==> src/rtl/histogram_stream_if.sv <==
// Stream bundle for histogram_stream: sample input, readout output and status.
// master drives samples and readout acceptance; slave is the histogram engine.
interface histogram_stream_if #(
    parameter int unsigned DATA_W   = 16,
    parameter int unsigned BIN_BITS = 4,
    parameter int unsigned CNT_W    = 8
);
    logic [DATA_W-1:0]   in_data;
    logic                in_valid;
    logic                in_ready;
    logic                dump_req;
    logic [CNT_W-1:0]    out_data;
    logic [BIN_BITS-1:0] out_bin;
    logic                out_valid;
    logic                out_ready;
    logic                out_last;
    logic                sat_flag;

    modport master (
        output in_data, in_valid, dump_req, out_ready,
        input  in_ready, out_data, out_bin, out_valid, out_last, sat_flag
    );

    modport slave (
        input  in_data, in_valid, dump_req, out_ready,
        output in_ready, out_data, out_bin, out_valid, out_last, sat_flag
    );
endinterface

==> src/rtl/histogram_stream.sv <==
// Streaming histogram: bins samples by their MSBs into saturating counters, then
// streams every bin out under back-pressure, clearing each bin as it is read.
module histogram_stream #(
    parameter int unsigned DATA_W   = 16,
    parameter int unsigned BIN_BITS = 4,
    parameter int unsigned CNT_W    = 8,
    parameter int unsigned WINDOW   = 0
) (
    input logic               clk,
    input logic               rst_n,
    histogram_stream_if.slave bus
);
    localparam int unsigned NUM_BINS = 2 ** BIN_BITS;
    localparam int unsigned WIN_W    = (WINDOW > 0) ? $clog2(WINDOW + 1) : 1;

    localparam logic [CNT_W-1:0]    CNT_MAX  = '1;
    localparam logic [BIN_BITS-1:0] IDX_LAST = '1;
    localparam logic [WIN_W-1:0]    WIN_LAST = WIN_W'((WINDOW > 0) ? WINDOW - 1 : 0);

    typedef enum logic {StAccum, StDump} state_e;

    state_e              state_q, state_d;
    logic [CNT_W-1:0]    count_q [NUM_BINS];
    logic [CNT_W-1:0]    count_d [NUM_BINS];
    logic [BIN_BITS-1:0] idx_q, idx_d;
    logic [WIN_W-1:0]    win_q, win_d;
    logic                sat_q, sat_d;
    logic [BIN_BITS-1:0] in_bin;

    assign in_bin = bus.in_data[DATA_W-1 -: BIN_BITS];

    always_comb begin
        state_d = state_q;
        count_d = count_q;
        idx_d   = idx_q;
        win_d   = win_q;
        sat_d   = sat_q;

        bus.in_ready  = 1'b0;
        bus.out_valid = 1'b0;
        bus.out_bin   = idx_q;
        bus.out_data  = '0;
        bus.out_last  = 1'b0;
        bus.sat_flag  = sat_q;

        unique case (state_q)
            StAccum: begin
                bus.in_ready = 1'b1;
                if (bus.in_valid) begin
                    if (count_q[in_bin] == CNT_MAX) begin
                        sat_d = 1'b1;
                    end else begin
                        count_d[in_bin] = count_q[in_bin] + 1'b1;
                    end
                    if (WINDOW > 0) begin
                        if (win_q == WIN_LAST) begin
                            win_d   = '0;
                            state_d = StDump;
                        end else begin
                            win_d = win_q + 1'b1;
                        end
                    end
                end
                // A manual request and a window completion merge into one readout.
                if (bus.dump_req) begin
                    state_d = StDump;
                end
            end
            StDump: begin
                bus.out_valid = 1'b1;
                bus.out_data  = count_q[idx_q];
                bus.out_last  = (idx_q == IDX_LAST);
                if (bus.out_ready) begin
                    count_d[idx_q] = '0;
                    if (idx_q == IDX_LAST) begin
                        idx_d   = '0;
                        sat_d   = 1'b0;
                        win_d   = '0;
                        state_d = StAccum;
                    end else begin
                        idx_d = idx_q + 1'b1;
                    end
                end
            end
            default: state_d = StAccum;
        endcase
    end

    always_ff @(posedge clk or negedge rst_n) begin
        if (!rst_n) begin
            state_q <= StAccum;
            count_q <= '{default: '0};
            idx_q   <= '0;
            win_q   <= '0;
            sat_q   <= 1'b0;
        end else begin
            state_q <= state_d;
            count_q <= count_d;
            idx_q   <= idx_d;
            win_q   <= win_d;
            sat_q   <= sat_d;
        end
    end
endmodule

==> src/flat_wrapper.sv <==
// flat-port wrapper written by rule: the top's interface ports become plain ports
module histogram_stream_flat 
#(
    parameter int unsigned DATA_W   = 16,
    parameter int unsigned BIN_BITS = 4,
    parameter int unsigned CNT_W    = 8,
    parameter int unsigned WINDOW   = 0
)
  (clk, rst_n, bus_in_data, bus_in_valid, bus_dump_req, bus_out_ready, bus_in_ready, bus_out_data, bus_out_bin, bus_out_valid, bus_out_last, bus_sat_flag);
  histogram_stream_if #(.DATA_W(DATA_W), .BIN_BITS(BIN_BITS), .CNT_W(CNT_W)) bus_i ();
  input logic clk;
  input logic rst_n;
  input wire logic [$bits(bus_i.in_data)-1:0] bus_in_data;
  input wire logic [$bits(bus_i.in_valid)-1:0] bus_in_valid;
  input wire logic [$bits(bus_i.dump_req)-1:0] bus_dump_req;
  input wire logic [$bits(bus_i.out_ready)-1:0] bus_out_ready;
  output wire logic [$bits(bus_i.in_ready)-1:0] bus_in_ready;
  output wire logic [$bits(bus_i.out_data)-1:0] bus_out_data;
  output wire logic [$bits(bus_i.out_bin)-1:0] bus_out_bin;
  output wire logic [$bits(bus_i.out_valid)-1:0] bus_out_valid;
  output wire logic [$bits(bus_i.out_last)-1:0] bus_out_last;
  output wire logic [$bits(bus_i.sat_flag)-1:0] bus_sat_flag;
  assign bus_i.in_data = bus_in_data;
  assign bus_i.in_valid = bus_in_valid;
  assign bus_i.dump_req = bus_dump_req;
  assign bus_i.out_ready = bus_out_ready;
  assign bus_in_ready = bus_i.in_ready;
  assign bus_out_data = bus_i.out_data;
  assign bus_out_bin = bus_i.out_bin;
  assign bus_out_valid = bus_i.out_valid;
  assign bus_out_last = bus_i.out_last;
  assign bus_sat_flag = bus_i.sat_flag;
  histogram_stream #(.DATA_W(DATA_W), .BIN_BITS(BIN_BITS), .CNT_W(CNT_W), .WINDOW(WINDOW)) u_core (.clk(clk), .rst_n(rst_n), .bus(bus_i));
endmodule
==> config.mk <==
export PLATFORM = sky130hd
export DESIGN_NAME = histogram_stream_flat
export DESIGN_NICKNAME = d
export VERILOG_FILES = /design/src/rtl/histogram_stream_if.sv /design/src/rtl/histogram_stream.sv /design/src/flat_wrapper.sv
export SDC_FILE = /design/constraint.sdc
export NUM_CORES = 1
export LEC_CHECK = 0
export CAP_MARGIN = 20
export CORE_AREA = 2 2 149 151
export CTS_CLUSTER_SIZE = 12
export DETAILED_ROUTE_END_ITERATION = 10
export DIE_AREA = 0 0 151 153
export PLACE_DENSITY = 0.49
export RECOVER_POWER = 100
export SYNTH_ARGS = -nofsm -noshare
export SYNTH_HDL_FRONTEND = slang
export SYNTH_SLANG_ARGS = --single-unit
==> constraint.sdc <==
create_clock -name clk -period 7.85 [get_ports clk]
set_input_delay 0.785 -clock clk [delete_from_list [all_inputs] [get_ports clk]]
set_output_delay 0.785 -clock clk [all_outputs]
set_load 0.005 [all_outputs]
* Yosys cells after proc, flatten, opt, wreduce, memory -nomap -nowiden
Index checks and enable logic that the tools add are counted.
Storage, ports and cells: register bits 134, latch bits 0, RAM bits 0, bits in read-only memories 0, input bits 21, output and inout port bits 16, memories kept 0
Cells by class: add/sub/neg operators 2, multipliers 0, divide/modulo/power cells 0, $lt $le $gt $ge 4, equality and inequality tests 7, shift operators 0, multiplexer cells 29, bitwise operators 5, reduce and logical (&&, ||, !) cells 5
Operator list (number):
- $mux W128 | 3
- $pmux W128 S2 | 1
- $and A128 B128 Y128 | 1
- $bwmux W128 | 1
- $not A128 Y128 | 1
- $bmux W8 S4 | 2
- $demux W8 S4 | 2
- $mux W8 | 7
- $ge A5 B5 Y1 const B | 2
- $lt A5 B1 Y1 const B | 2
- $mux W1 | 10
- $not A4 Y5 | 2
- $add A8 B1 Y8 const B | 1
- $eq A8 B8 Y1 const B | 1
- $ne A2 B2 Y1 const B | 4
- $add A4 B1 Y4 const B | 1
- $eq A4 B4 Y1 const B | 1
- $mux W4 | 1
- $pmux W1 S2 | 2
- $reduce_and A4 Y1 | 1
- $reduce_and A3 Y1 | 1
- $logic_and A1 B1 Y1 | 2
- $ne A2 B1 Y1 const B | 1
- $reduce_and A2 Y1 | 1
- $not A1 Y1 | 1

* Depth between registers and ports, before layout
Gate-level depths: netlist (run 1).
depth in word-level cells 9, gate-level depth with buffers 14

* Worst setup path after synthesis (run 1)
No wires, ideal clock.
path type input to register, from input bus_in_data[12], to register u_core.count_q[104] (netlist bit), library setup time 121 ps, data arrival time 3281 ps, data required time 7729 ps, setup slack 4448 ps, stages on the path 13, buffers on the path 4, cell sequence buf_2 > buf_6 > buf_6 > mux4_2 > a22oi_2 > nand2_1 > ha_1 > o211a_1 > nand2_1 > a2bb2oi_4 > buf_6 > nand2_2 > a22o_1
On the way: cells in the longest elaborated chain, start to end 9, elaborated cells between the ends (all ways) 17
Ends and longest elaborated chain:
- from (decl) | RTL line flat_wrapper.sv:13 | input wire logic [$bits(bus_i.in_data)-1:0] bus_in_data;
- $not A4 Y5 (implied by the code) * | RTL line histogram_stream.sv:50, histogram_stream.sv:53
- $bmux W8 S4 (tied with other cells) | RTL line histogram_stream.sv:50, histogram_stream.sv:53
- $mux W8 (implied by the code) or $logic_and A1 B1 Y1 (tied branches) | RTL line histogram_stream.sv:50, histogram_stream.sv:53
- $mux W8 (on tied branches) | RTL line histogram_stream.sv:50, histogram_stream.sv:53
- $add A8 B1 Y8 or $demux W8 S4 (tied branches) | RTL line histogram_stream.sv:53 | count_d[in_bin] = count_q[in_bin] + 1'b1;
- $bwmux W128 | RTL line histogram_stream.sv:53
- $mux W128 | RTL line histogram_stream.sv:50 | if (count_q[in_bin] == CNT_MAX) begin
- $mux W128 | RTL line histogram_stream.sv:49 | if (bus.in_valid) begin
- $pmux W128 S2 | RTL line histogram_stream.sv:46 | unique case (state_q)
- to (signal assigned) | RTL line histogram_stream.sv:98 | count_q <= count_d;
- to (decl) | RTL line histogram_stream.sv:23 | logic [CNT_W-1:0] count_q [NUM_BINS];
Every way passes the cells marked *; elsewhere a longest branch is shown, timed or not. The select of a mux whose other input is x is not followed. A chain may end at the register's enable or synchronous reset.

* Final worst setup path (run 1)
from input bus_in_data[12], to register u_core.count_q[95] (netlist bit)
Same word-level chain as after synthesis.

==> results of run 1 <==
## kinds of logic (layout without fill, tap and decap cells)
group	count (synthesis)	after routing
compound gates	159	159
flops	134	134
simple gates	131	131
mux	74	74
buf+inv	45	68
xor+xnor	7	7
fa+ha+maj	5	5
## per-layer routing
metal / GRT usage, % / share of wire (%)
met5: 0 / 0.056
met4: 6.85 / 2.0
met3: 4.27 / 5.7
met2: 31.6 / 46
met1: 31.1 / 46
## cell type report
type	count	area, µm²
inverters	3	11.3
well taps	280	350
clock inverters	14	125
clock buffers	18	439
flip-flops and latches	134	3350
repair buffers	33	278
fillers	2061	13200
multi-input cells	376	3770
## worst max-delay path, stage by stage
cell	delay, ps
buf_2	430
clkbuf_1	1320
mux4_2	680
a22oi_1	240
nand2_1	150
ha_1	260
o211a_1	180
nand2_1	120
a2bb2oi_4	140
buf_4	420
o21ai_0	720
a32o_1	460
## Yosys cell counts
| cell type | instances | area share, % |
|---|---|---|
| a21boi_0 | 1 | 0.10 |
| a21oi_1 | 1 | 0.067 |
| a22o_1 | 31 | 3.7 |
| a22oi_1 | 10 | 1.0 |
| a22oi_2 | 2 | 0.34 |
| a2bb2oi_4 | 1 | 0.35 |
| a32o_1 | 22 | 3.0 |
| and2_1 | 17 | 1.4 |
| and3_1 | 5 | 0.42 |
| buf_1 | 2 | 0.10 |
| buf_2 | 14 | 0.94 |
| buf_4 | 6 | 0.61 |
| buf_6 | 4 | 0.61 |
| clkbuf_1 | 16 | 0.81 |
| dfrtp_1 | 134 | 45 |
| ha_1 | 5 | 0.84 |
| inv_1 | 3 | 0.15 |
| mux2_2 | 1 | 0.15 |
| mux4_2 | 73 | 22 |
| nand2_1 | 52 | 2.6 |
| nand2_2 | 12 | 1.0 |
| nand2b_1 | 3 | 0.25 |
| nand3_1 | 5 | 0.34 |
| nand3_2 | 1 | 0.13 |
| nand4_1 | 3 | 0.25 |
| nor2_1 | 20 | 1.0 |
| nor2b_1 | 4 | 0.34 |
| nor3_1 | 7 | 0.47 |
| nor3b_1 | 1 | 0.10 |
| o211a_1 | 1 | 0.13 |
| o21ai_0 | 4 | 0.27 |
| o21ai_2 | 7 | 0.83 |
| o22a_1 | 1 | 0.12 |
| o2bb2ai_1 | 77 | 9.1 |
| o41ai_1 | 1 | 0.12 |
| or3_1 | 1 | 0.084 |
| xnor2_1 | 5 | 0.59 |
| xnor2_2 | 1 | 0.22 |
| xor2_1 | 1 | 0.12 |
## through the flow
step | worst slack, ps | instance area (µm²) | utilization, %
3_3_place_gp | 2930 | 7840 | 36.5
3_5_place_dp | 2910 | 7840 | 36.5
4_1_cts | 3360 | 8400 | 39.1
5_1_grt | 1810 | 8330 | 38.7
6_report | 2230 | 8330 | 38.7
2_1_floorplan | 4450 | 7420 | -
## power by group
group / switching [mW] / leakage, nW / internal [mW]
logic: 0.292 / 1.27 / 0.173
registers: 0.0333 / 1.86 / 0.715
clock network: 0.327 / 0.273 / 0.445
## worst max-delay path by stage
stage	from	endpoint	slack, ps	cells after the start
2_1_floorplan	bus_in_data[12]	u_core.count_q[104]$_DFFE_PN0P_	4450	13
3_3_place_gp	bus_in_data[14]	u_core.count_q[73]$_DFFE_PN0P_	2930	11
3_5_place_dp	bus_in_data[14]	u_core.count_q[73]$_DFFE_PN0P_	2910	11
4_1_cts	bus_in_data[12]	u_core.count_q[9]$_DFFE_PN0P_	3360	12
5_1_grt	bus_in_data[12]	u_core.count_q[95]$_DFFE_PN0P_	1810	12
6_report	bus_in_data[12]	u_core.count_q[95]$_DFFE_PN0P_	2230	12
## state kept, by name (all words and copies together), names as in the netlist
register / count
u_core.bus.sat_flag: 1
u_core.state_q: 1
u_core.bus.out_bin: 4
u_core.count_q: 128
==> Implementation_results.wiki, run 1 <==
{| class="wikitable"
! Metric !! Value
|-
| Proportion of synthesized area in mux cells || 22.3%
|-
| Distinct cells, synth || 39
|-
| GR Overflow Total || 0
|-
| Hold path startpoint || u_core.count_q[52]$_DFFE_PN0P_
|-
| Area of the die || 23100 µm²
|-
| CTS hold repair buffers || 0
|-
| Number of global-route vias before repair || 5470
|-
| Clock Latency Late Sink || 440 ps
|-
| Total of flip-flops plus latches after synthesis || 134
|-
| Resized cells post-CTS || 0
|-
| Synthesized-area fraction occupied by and/or/nand/nor cells || 8.48%
|-
| Routed via count || 5367
|-
| Cell area after synthesis || 7420 µm²
|-
| Min-Delay Endpoint || u_core.count_q[52]$_DFFE_PN0P_
|-
| Routed len/inst || 27.2 µm
|-
| Result of the run || finished, violations left
|-
| Initial antenna violation count || 1
|-
| Count of maximum capacitance violations || 8
|-
| Final standard cell count with taps included and fillers excluded || 858
|-
| Synthesized-area fraction occupied by ao, oa, aoi and oai cells || 19.0%
|-
| Leakage Power || 3.40 nW
|-
| Maximum number of pins on one net before global-route repair || 69
|-
| First DRT Iteration DRCs || 592
|-
| Height of the die || 153 µm
|-
| Hold Vio Cnt, Final || 0
|-
| Setup Fix Bufs, Post-CTS || 0
|-
| Worst Setup End Kind || register
|-
| Row cnt || 54
|-
| Critical path peak fanout || 42
|-
| FF-to-FF setup slack || 3060 ps
|-
| Data arrival time of the worst path || 5930 ps
|-
| Top library cells by usage in the layout, fill and taps aside || dfrtp_1, o2bb2ai_1, mux4_2
|-
| Worst R2R Start || u_core.bus.out_bin[1]$_DFFE_PN0P_
|-
| Synthesis-to-layout area growth || 12.2%
|-
| Number of standard cells after synthesis || 555
|-
| TritonCTS Buffers || 17
|-
| Proportion of layout cells with a drive suffix above 1 || 20.6%
|-
| Hold slack || 509 ps
|-
| Worst Setup Path Type || input port to register
|-
| Share of the clock period used by the worst path || 71.6%
|-
| Final Power || 1.99 mW
|-
| DP HPWL || 15.4 mm
|-
| Final net count || 591
|-
| CTS clk-pin slew, worst paths || 70 ps
|-
| Worst R2R End || u_core.count_q[90]$_DFFE_PN0P_
|-
| Placeable Area || 21500 µm²
|-
| Global placement routability congestion || 0.804
|-
| Worst Setup Start Kind || input port
|-
| Total power per unit cell area || 238 nW/µm²
|-
| Unrepaired setup endpoints after global routing || no
|-
| Class of the most critical hold timing path || register to register
|-
| Overall routed net length || 23.3 mm
|-
| H-tree level count || 4
|-
| Number of slew-limit violations in the final report || 224
|-
| Total of endpoints with negative setup slack in the final report || 0
|-
| Hold path cells || 1
|-
| Clock Sinks || 134
|-
| Avg Synthesized Cell Area || 13.4 µm²
|-
| Fraction of synthesized cell area in xor and xnor cells || 0.927%
|-
| Detailed-route DRC error count || 0
|-
| Detailed-route vias per instance || 6.26
|-
| Yosys warnings || 0
|-
| Maximum clock frequency || 0.178 GHz
|-
| Width of the die || 151 µm
|-
| Setup TNS Final || 0 ps
|-
| Relative slew margins || -151%
|-
| Post-Synthesis Net Count || 581
|-
| Adder-Cell Fraction of Synth Area || 0.843%
|-
| Worst-margin pin slew || 3760 ps
|-
| Clock tree skew after final layout || 14.6 ps
|-
| Most common library cell in the layout ignoring fill and taps || dfrtp_1
|-
| TritonCTS clock tree || yes
|-
| Clk root buf || clkbuf_16
|-
| Antenna Nets Post-Route || 0
|-
| Deepest clock path buffer count || 2
|-
| Number of cell instances on the worst register-to-register path || 6
|-
| First-pass GRT wire length || 35.7 mm
|-
| Initial DRT Pass Iterations || 5
|-
| Violations in the final reports || max-capacitance violations, max-slew violations
|-
| Initial cell density of the core || 34.5%
|-
| Global-route usage over all layers || 21.2%
|-
| # placed instances || 825
|-
| Main combinational cell family by area after synthesis || multiplexers
|-
| Fraction of the yosys area taken by sequential cells || 45.2%
|-
| # port buffers || 24
|-
| Number of ports placed on the die boundary || 37
|-
| Number of antenna diodes || 0
|-
| Period minus WS final || 5620 ps
|-
| Worst IR drop on VDD || 0.130 mV
|-
| Critical Path RT || 8170 ps
|}
Power figures use the tool's default switching activity.
==> run 2, diff against run 1 <==
==> constraint.sdc (replaced) <==
create_clock -name clk -period 5.56 [get_ports clk]
set_input_delay 0.556 -clock clk [delete_from_list [all_inputs] [get_ports clk]]
set_output_delay 0.556 -clock clk [all_outputs]
set_load 0.005 [all_outputs]
==> run 2 against run 1 <==
The run still ends with max-capacitance violations, max-slew violations left. Via count shrank 0.32%. Power grew 45%. Non-clock buffer count grew 6. Flip-flop and latch count is the same. Worst hold slack lost 3.2 ps. Critical path type is now register to output pin. Highest routed layer is now met4. Critical endpoint is now bus_out_data[1]. Critical path depth shrank 7. Register-to-register slack lost 1300 ps.
==> Implementation_results.wiki, run 2 (synthesis results as in run 1) <==
{| class="wikitable"
! Metric !! Value
|-
| Result of the run || finished, violations left
|-
| Violations in the final reports || max-capacitance violations, max-slew violations
|-
| H-tree level count || 4
|-
| Worst Setup Start Kind || register
|-
| Hold Vio Cnt, Final || 0
|-
| Initial antenna violation count || 0
|-
| FF-to-FF setup slack || 1790 ps
|-
| Number of slew-limit violations in the final report || 72
|-
| Total power per unit cell area || 341 nW/µm²
|-
| Detailed-route DRC error count || 0
|-
| Initial cell density of the core || 34.5%
|-
| Top Layer Used || met4
|-
| Global-route usage over all layers || 20.9%
|-
| Period minus WS final || 4610 ps
|-
| Setup Fix Bufs, Post-CTS || 0
|-
| Leakage Power || 3.44 nW
|-
| Number of global-route vias before repair || 5681
|-
| Routed len/inst || 26.5 µm
|-
| Worst-margin pin slew || 3920 ps
|-
| Hold path cells || 1
|-
| Register ranked first by flip-flop count || u_core.count_q
|-
| DP HPWL || 16.0 mm
|-
| First-pass GRT wire length || 35.9 mm
|-
| Worst R2R End || u_core.count_q[39]$_DFFE_PN0P_
|-
| Width of the die || 151 µm
|-
| Clock tree skew after final layout || 8.71 ps
|-
| GR Overflow Total || 0
|-
| Setup TNS Final || 0 ps
|-
| Min-Delay Endpoint || u_core.count_q[25]$_DFFE_PN0P_
|-
| Critical path peak fanout || 23
|-
| Synthesis-to-layout area growth || 13.4%
|-
| Detailed-route vias per instance || 6.20
|-
| WL met1 || 10.4 mm
|-
| Worst R2R Start || u_core.count_q[96]$_DFFE_PN0P_
|-
| Routed via count || 5350
|-
| Placeable Area || 21500 µm²
|-
| Proportion of layout cells with a drive suffix above 1 || 21.4%
|-
| Data arrival time of the worst path || 4060 ps
|-
| Row cnt || 54
|-
| Global placement routability congestion || 0.839
|-
| Share of the clock period used by the worst path || 82.9%
|-
| Height of the die || 153 µm
|-
| CTS clk-pin slew, worst paths || 60 ps
|-
| Total of endpoints with negative setup slack in the final report || 0
|-
| Detailed-routed wire length on met3 || 1.28 mm
|-
| Top library cells by usage in the layout, fill and taps aside || dfrtp_1, o2bb2ai_1, mux4_2
|-
| Setup slack after layout || 949 ps
|-
| Count of maximum capacitance violations || 1
|-
| Number of ports placed on the die boundary || 37
|-
| Area of the die || 23100 µm²
|-
| Worst setup path startpoint || u_core.bus.out_bin[0]$_DFFE_PN0P_
|-
| TritonCTS Buffers || 17
|-
| Overall routed net length || 22.8 mm
|-
| Hold path startpoint || u_core.count_q[25]$_DFFE_PN0P_
|-
| Number of antenna diodes || 0
|-
| Clock Latency Late Sink || 420 ps
|-
| Class of the most critical hold timing path || register to register
|-
| Relative slew margins || -161%
|-
| Met2 routed WL || 10.8 mm
|-
| TritonCTS clock tree || yes
|-
| Most common library cell in the layout ignoring fill and taps || dfrtp_1
|-
| Initial DRT Pass Iterations || 4
|-
| Clock Sinks || 134
|-
| Worst Setup Path Type || register to output pin
|-
| Flip-flop count of the largest register after layout || 128
|-
| Worst Setup End Kind || output pin
|-
| CTS hold repair buffers || 0
|-
| Worst IR drop on VDD || 0.155 mV
|-
| Unrepaired setup endpoints after global routing || no
|-
| Resized cells post-CTS || 0
|-
| Maximum clock frequency || 0.217 GHz
|-
| # port buffers || 24
|-
| Maximum number of pins on one net before global-route repair || 72
|-
| Placement Setup Slack || 1040 ps
|-
| Number of cell instances on the worst register-to-register path || 10
|-
| Antenna Nets Post-Route || 0
|-
| Deepest clock path buffer count || 2
|-
| Critical Path RT || 5000 ps
|-
| Clk root buf || clkbuf_16
|-
| First DRT Iteration DRCs || 441
|-
| Final net count || 597
|}
-- run 2: metrics by stage --
stage / power [mW] / cell area [µm²] / util [%] / hold slack [ps] / std cells
CTS: 2.91 / 8500 / 39.5 / 179 / 863
global placement: 1.74 / 7890 / 36.7 / 483 / 832
floorplan: 1.51 / 7420 / - / 260 / 555
finish: 2.87 / 8420 / 39.2 / 505 / 863
global route: 2.97 / 8420 / 39.2 / 525 / 863
detailed placement: 1.75 / 7890 / 36.7 / 490 / 832
-- run 2: worst max path at each step --
stage,end,slack (ps)
2_1_floorplan,u_core.count_q[104]$_DFFE_PN0P_,2390
3_3_place_gp,u_core.count_q[10]$_DFFE_PN0P_,1050
3_5_place_dp,u_core.count_q[2]$_DFFE_PN0P_,1040
4_1_cts,bus_out_data[3],1450
5_1_grt,bus_out_data[0],680
6_report,bus_out_data[1],950
-- run 2: critical path: stages, from the launching register on --
cell,delay [ps]
dfrtp_1,1270
buf_4,530
mux4_2,600
mux4_2,490
and2_1,170
dlygate4sd3_1,570
-- run 2: report_power, final --
group	switching [mW]	internal, mW
combinational	0.338	0.240
clock	0.446	0.726
sequential	0.117	1.01
-- run 2: final cells by class --
class                      instances  area (µm²)
inverter                           3        11.3
sequential                       134        3350
clock inverter                    12         153
clock buffer                      19         453
multi-input combinational        376        3780
tap                              280         350
fill                            2053       13100
timing repair buffer              39         322
-- run 2: metal layers --
| metal | vias up | track usage (%) |
|---|---|---|
| li1 | 2271 | - |
| met1 | 2871 | 29.6 |
| met2 | 186 | 32.1 |
| met3 | 22 | 5.01 |
| met4 | 0 | 6.01 |
| met5 | - | 0 |
==> run 3, diff against run 2 <==
--- a/config.mk
+++ b/config.mk
@@ -10,7 +10,7 @@
 export CTS_CLUSTER_SIZE = 12
 export DETAILED_ROUTE_END_ITERATION = 10
 export DIE_AREA = 0 0 151 153
-export PLACE_DENSITY = 0.49
+export PLACE_DENSITY = 0.51
 export RECOVER_POWER = 100
 export SYNTH_ARGS = -nofsm -noshare
 export SYNTH_HDL_FRONTEND = slang
==> constraint.sdc (replaced) <==
create_clock -name clk -period 4.16 [get_ports clk]
set_input_delay 0.416 -clock clk [delete_from_list [all_inputs] [get_ports clk]]
set_output_delay 0.416 -clock clk [all_outputs]
set_load 0.005 [all_outputs]
==> run 3 against run 2 <==
The run still ends with max-capacitance violations, max-slew violations left. Register-to-register slack got worse by 850 ps. Global-route usage increased by 0.16 points. Final cell count grew 0.93%. Worst setup slack lost 480 ps. Clock skew is 0.69 ps lower. Non-clock buffer count rose by 7. Routed wire length grew 2.0%. Critical path depth grew 5.
==> Implementation_results.wiki, run 3 (synthesis results as in run 1) <==
{| class="wikitable"
! Metric !! Value
|-
| FF-to-FF setup slack || 940 ps
|-
| Initial antenna violation count || 1
|-
| Placeable Area || 21500 µm²
|-
| Leakage Power || 3.51 nW
|-
| Flip-flop count of the largest register after layout || 128
|-
| Detailed-route DRC error count || 0
|-
| Critical path peak fanout || 42
|-
| Register ranked first by flip-flop count || u_core.count_q
|-
| First DRT Iteration DRCs || 476
|-
| Count of maximum capacitance violations || 1
|-
| Worst R2R Start || u_core.count_q[104]$_DFFE_PN0P_
|-
| CTS clk-pin slew, worst paths || 60 ps
|-
| Detailed-routed wire length on met3 || 1.42 mm
|-
| Critical Path RT || 4490 ps
|-
| Clk root buf || clkbuf_16
|-
| Routed via count || 5442
|-
| DP HPWL || 16.0 mm
|-
| Final net count || 604
|-
| Maximum number of pins on one net before global-route repair || 108
|-
| Hold path startpoint || u_core.count_q[19]$_DFFE_PN0P_
|-
| Relative slew margins || -5.95%
|-
| Height of the die || 153 µm
|-
| Final standard cell count with taps included and fillers excluded || 871
|-
| Hold Vio Cnt, Final || 0
|-
| Proportion of layout cells with a drive suffix above 1 || 23.7%
|-
| Initial DRT Pass Iterations || 5
|-
| TritonCTS Buffers || 17
|-
| First-pass GRT wire length || 36.0 mm
|-
| Antenna Nets Post-Route || 0
|-
| Number of global-route vias before repair || 5804
|-
| Violations in the final reports || max-capacitance violations, max-slew violations
|-
| Initial cell density of the core || 34.5%
|-
| GR Overflow Total || 0
|-
| Class of the most critical hold timing path || register to register
|-
| Top Layer Used || met5
|-
| Area of the die || 23100 µm²
|-
| TritonCTS clock tree || yes
|-
| WL met1 || 10.2 mm
|-
| Hold path cells || 1
|-
| Global-route usage over all layers || 21.1%
|-
| Setup TNS Final || 0 ps
|-
| Resized cells post-CTS || 0
|-
| Synthesis-to-layout area growth || 15.3%
|-
| Number of antenna diodes || 0
|-
| # placed instances || 837
|-
| Width of the die || 151 µm
|-
| Row cnt || 54
|-
| Clock Latency Late Sink || 430 ps
|-
| Maximum clock frequency || 0.271 GHz
|-
| Unrepaired setup endpoints after global routing || no
|-
| Period minus WS final || 3690 ps
|-
| Clock tree skew after final layout || 8.01 ps
|-
| Detailed-route vias per instance || 6.25
|-
| Worst IR drop on VDD || 0.270 mV
|-
| Number of slew-limit violations in the final report || 29
|-
| Worst Setup Path Type || input port to register
|-
| Top library cells by usage in the layout, fill and taps aside || dfrtp_1, o2bb2ai_1, mux4_2
|-
| Clock Sinks || 134
|-
| Routed len/inst || 26.7 µm
|-
| Number of cell instances on the worst register-to-register path || 10
|-
| Setup Fix Bufs, Post-CTS || 0
|-
| Worst Setup Start Kind || input port
|-
| # port buffers || 24
|-
| Global placement routability congestion || 0.885
|-
| Data arrival time of the worst path || 4020 ps
|-
| Worst R2R End || u_core.count_q[107]$_DFFE_PN0P_
|-
| Result of the run || finished, violations left
|-
| Min-Delay Endpoint || u_core.count_q[19]$_DFFE_PN0P_
|-
| Most common library cell in the layout ignoring fill and taps || dfrtp_1
|-
| Worst-margin pin slew || 1590 ps
|-
| Total power per unit cell area || 452 nW/µm²
|-
| H-tree level count || 4
|-
| Overall routed net length || 23.3 mm
|-
| Deepest clock path buffer count || 2
|-
| Number of ports placed on the die boundary || 37
|-
| Share of the clock period used by the worst path || 88.6%
|-
| Total of endpoints with negative setup slack in the final report || 0
|-
| Met2 routed WL || 11.2 mm
|-
| Worst Setup End Kind || register
|}
[run 3: cell count changes in the layout (fill, tap and decap cells not counted), moves of 2 or more]
cell	previous run	this run
o21ai_0	11	4
o21ai_2	0	7
buf_4	11	15
clkbuf_8	2	6
clkinvlp_4	4	1
dlygate4sd3_1	14	17
buf_12	0	2
clkdlybuf4s50_1	7	5
[run 3: worst max path at each step]
stage	cells after the start	slack, ps	from	endpoint
floorplan	13	1130	bus_in_data[12]	u_core.count_q[104]$_DFFE_PN0P_
global placement	9	300	bus_in_data[14]	u_core.count_q[37]$_DFFE_PN0P_
detailed placement	11	280	bus_in_data[12]	u_core.count_q[117]$_DFFE_PN0P_
CTS	10	720	bus_in_data[12]	u_core.count_q[117]$_DFFE_PN0P_
global route	11	290	bus_in_data[15]	u_core.count_q[33]$_DFFE_PN0P_
finish	10	470	bus_in_data[12]	u_core.count_q[107]$_DFFE_PN0P_
[run 3: cell type report]
class                      count  area, µm²
clock buffer                  25        515
sequential                   134       3350
fill                        2026      12900
clock inverter                 7       91.3
inverter                       3       11.3
tap                          280        350
multi-input combinational    376       3810
timing repair buffer          46        425
[run 3: timing repair]
action / in CTS / in global routing
hold buffers: 0 / 1
endpoints found under the setup margin: 0 / 0
endpoints found under the hold margin: 0 / 11
[run 3: metrics by stage]
stage | cell area, µm² | hold WS, ps | setup slack, ps | total power, mW | utilization, %
after floorplan | 7420 | 120 | 1130 | 2.01 | -
after global placement | 7950 | 483 | 303 | 2.35 | 37.0
after detailed placement | 7950 | 490 | 282 | 2.36 | 37.0
after CTS | 8560 | 198 | 720 | 3.90 | 39.8
after global routing | 8560 | 530 | 291 | 4.01 | 39.8
final | 8560 | 508 | 473 | 3.87 | 39.8
[run 3: routing by layer]
layer	global-route usage (%)	up-vias
li1	-	2279
met1	29.9	2925
met2	32.5	198
met3	3.73	38
met4	7.79	2
met5	0	-
[run 3: report_power, final]
group          leakage [nW]  internal [mW]  switching [mW]  total (mW)
clock                 0.299          0.976           0.571        1.55
combinational          1.36          0.347           0.517       0.864
sequential             1.86           1.35           0.108        1.46
total                  3.51           2.67            1.20        3.87
[run 3: worst max-delay path, stage by stage]
cell	delay, ps
buf_2	620
clkbuf_1	300
mux4_2	540
a22oi_1	300
nand2_1	200
nand4_1	320
a2bb2oi_4	200
buf_12	260
nand2_1	480
o2bb2ai_1	350
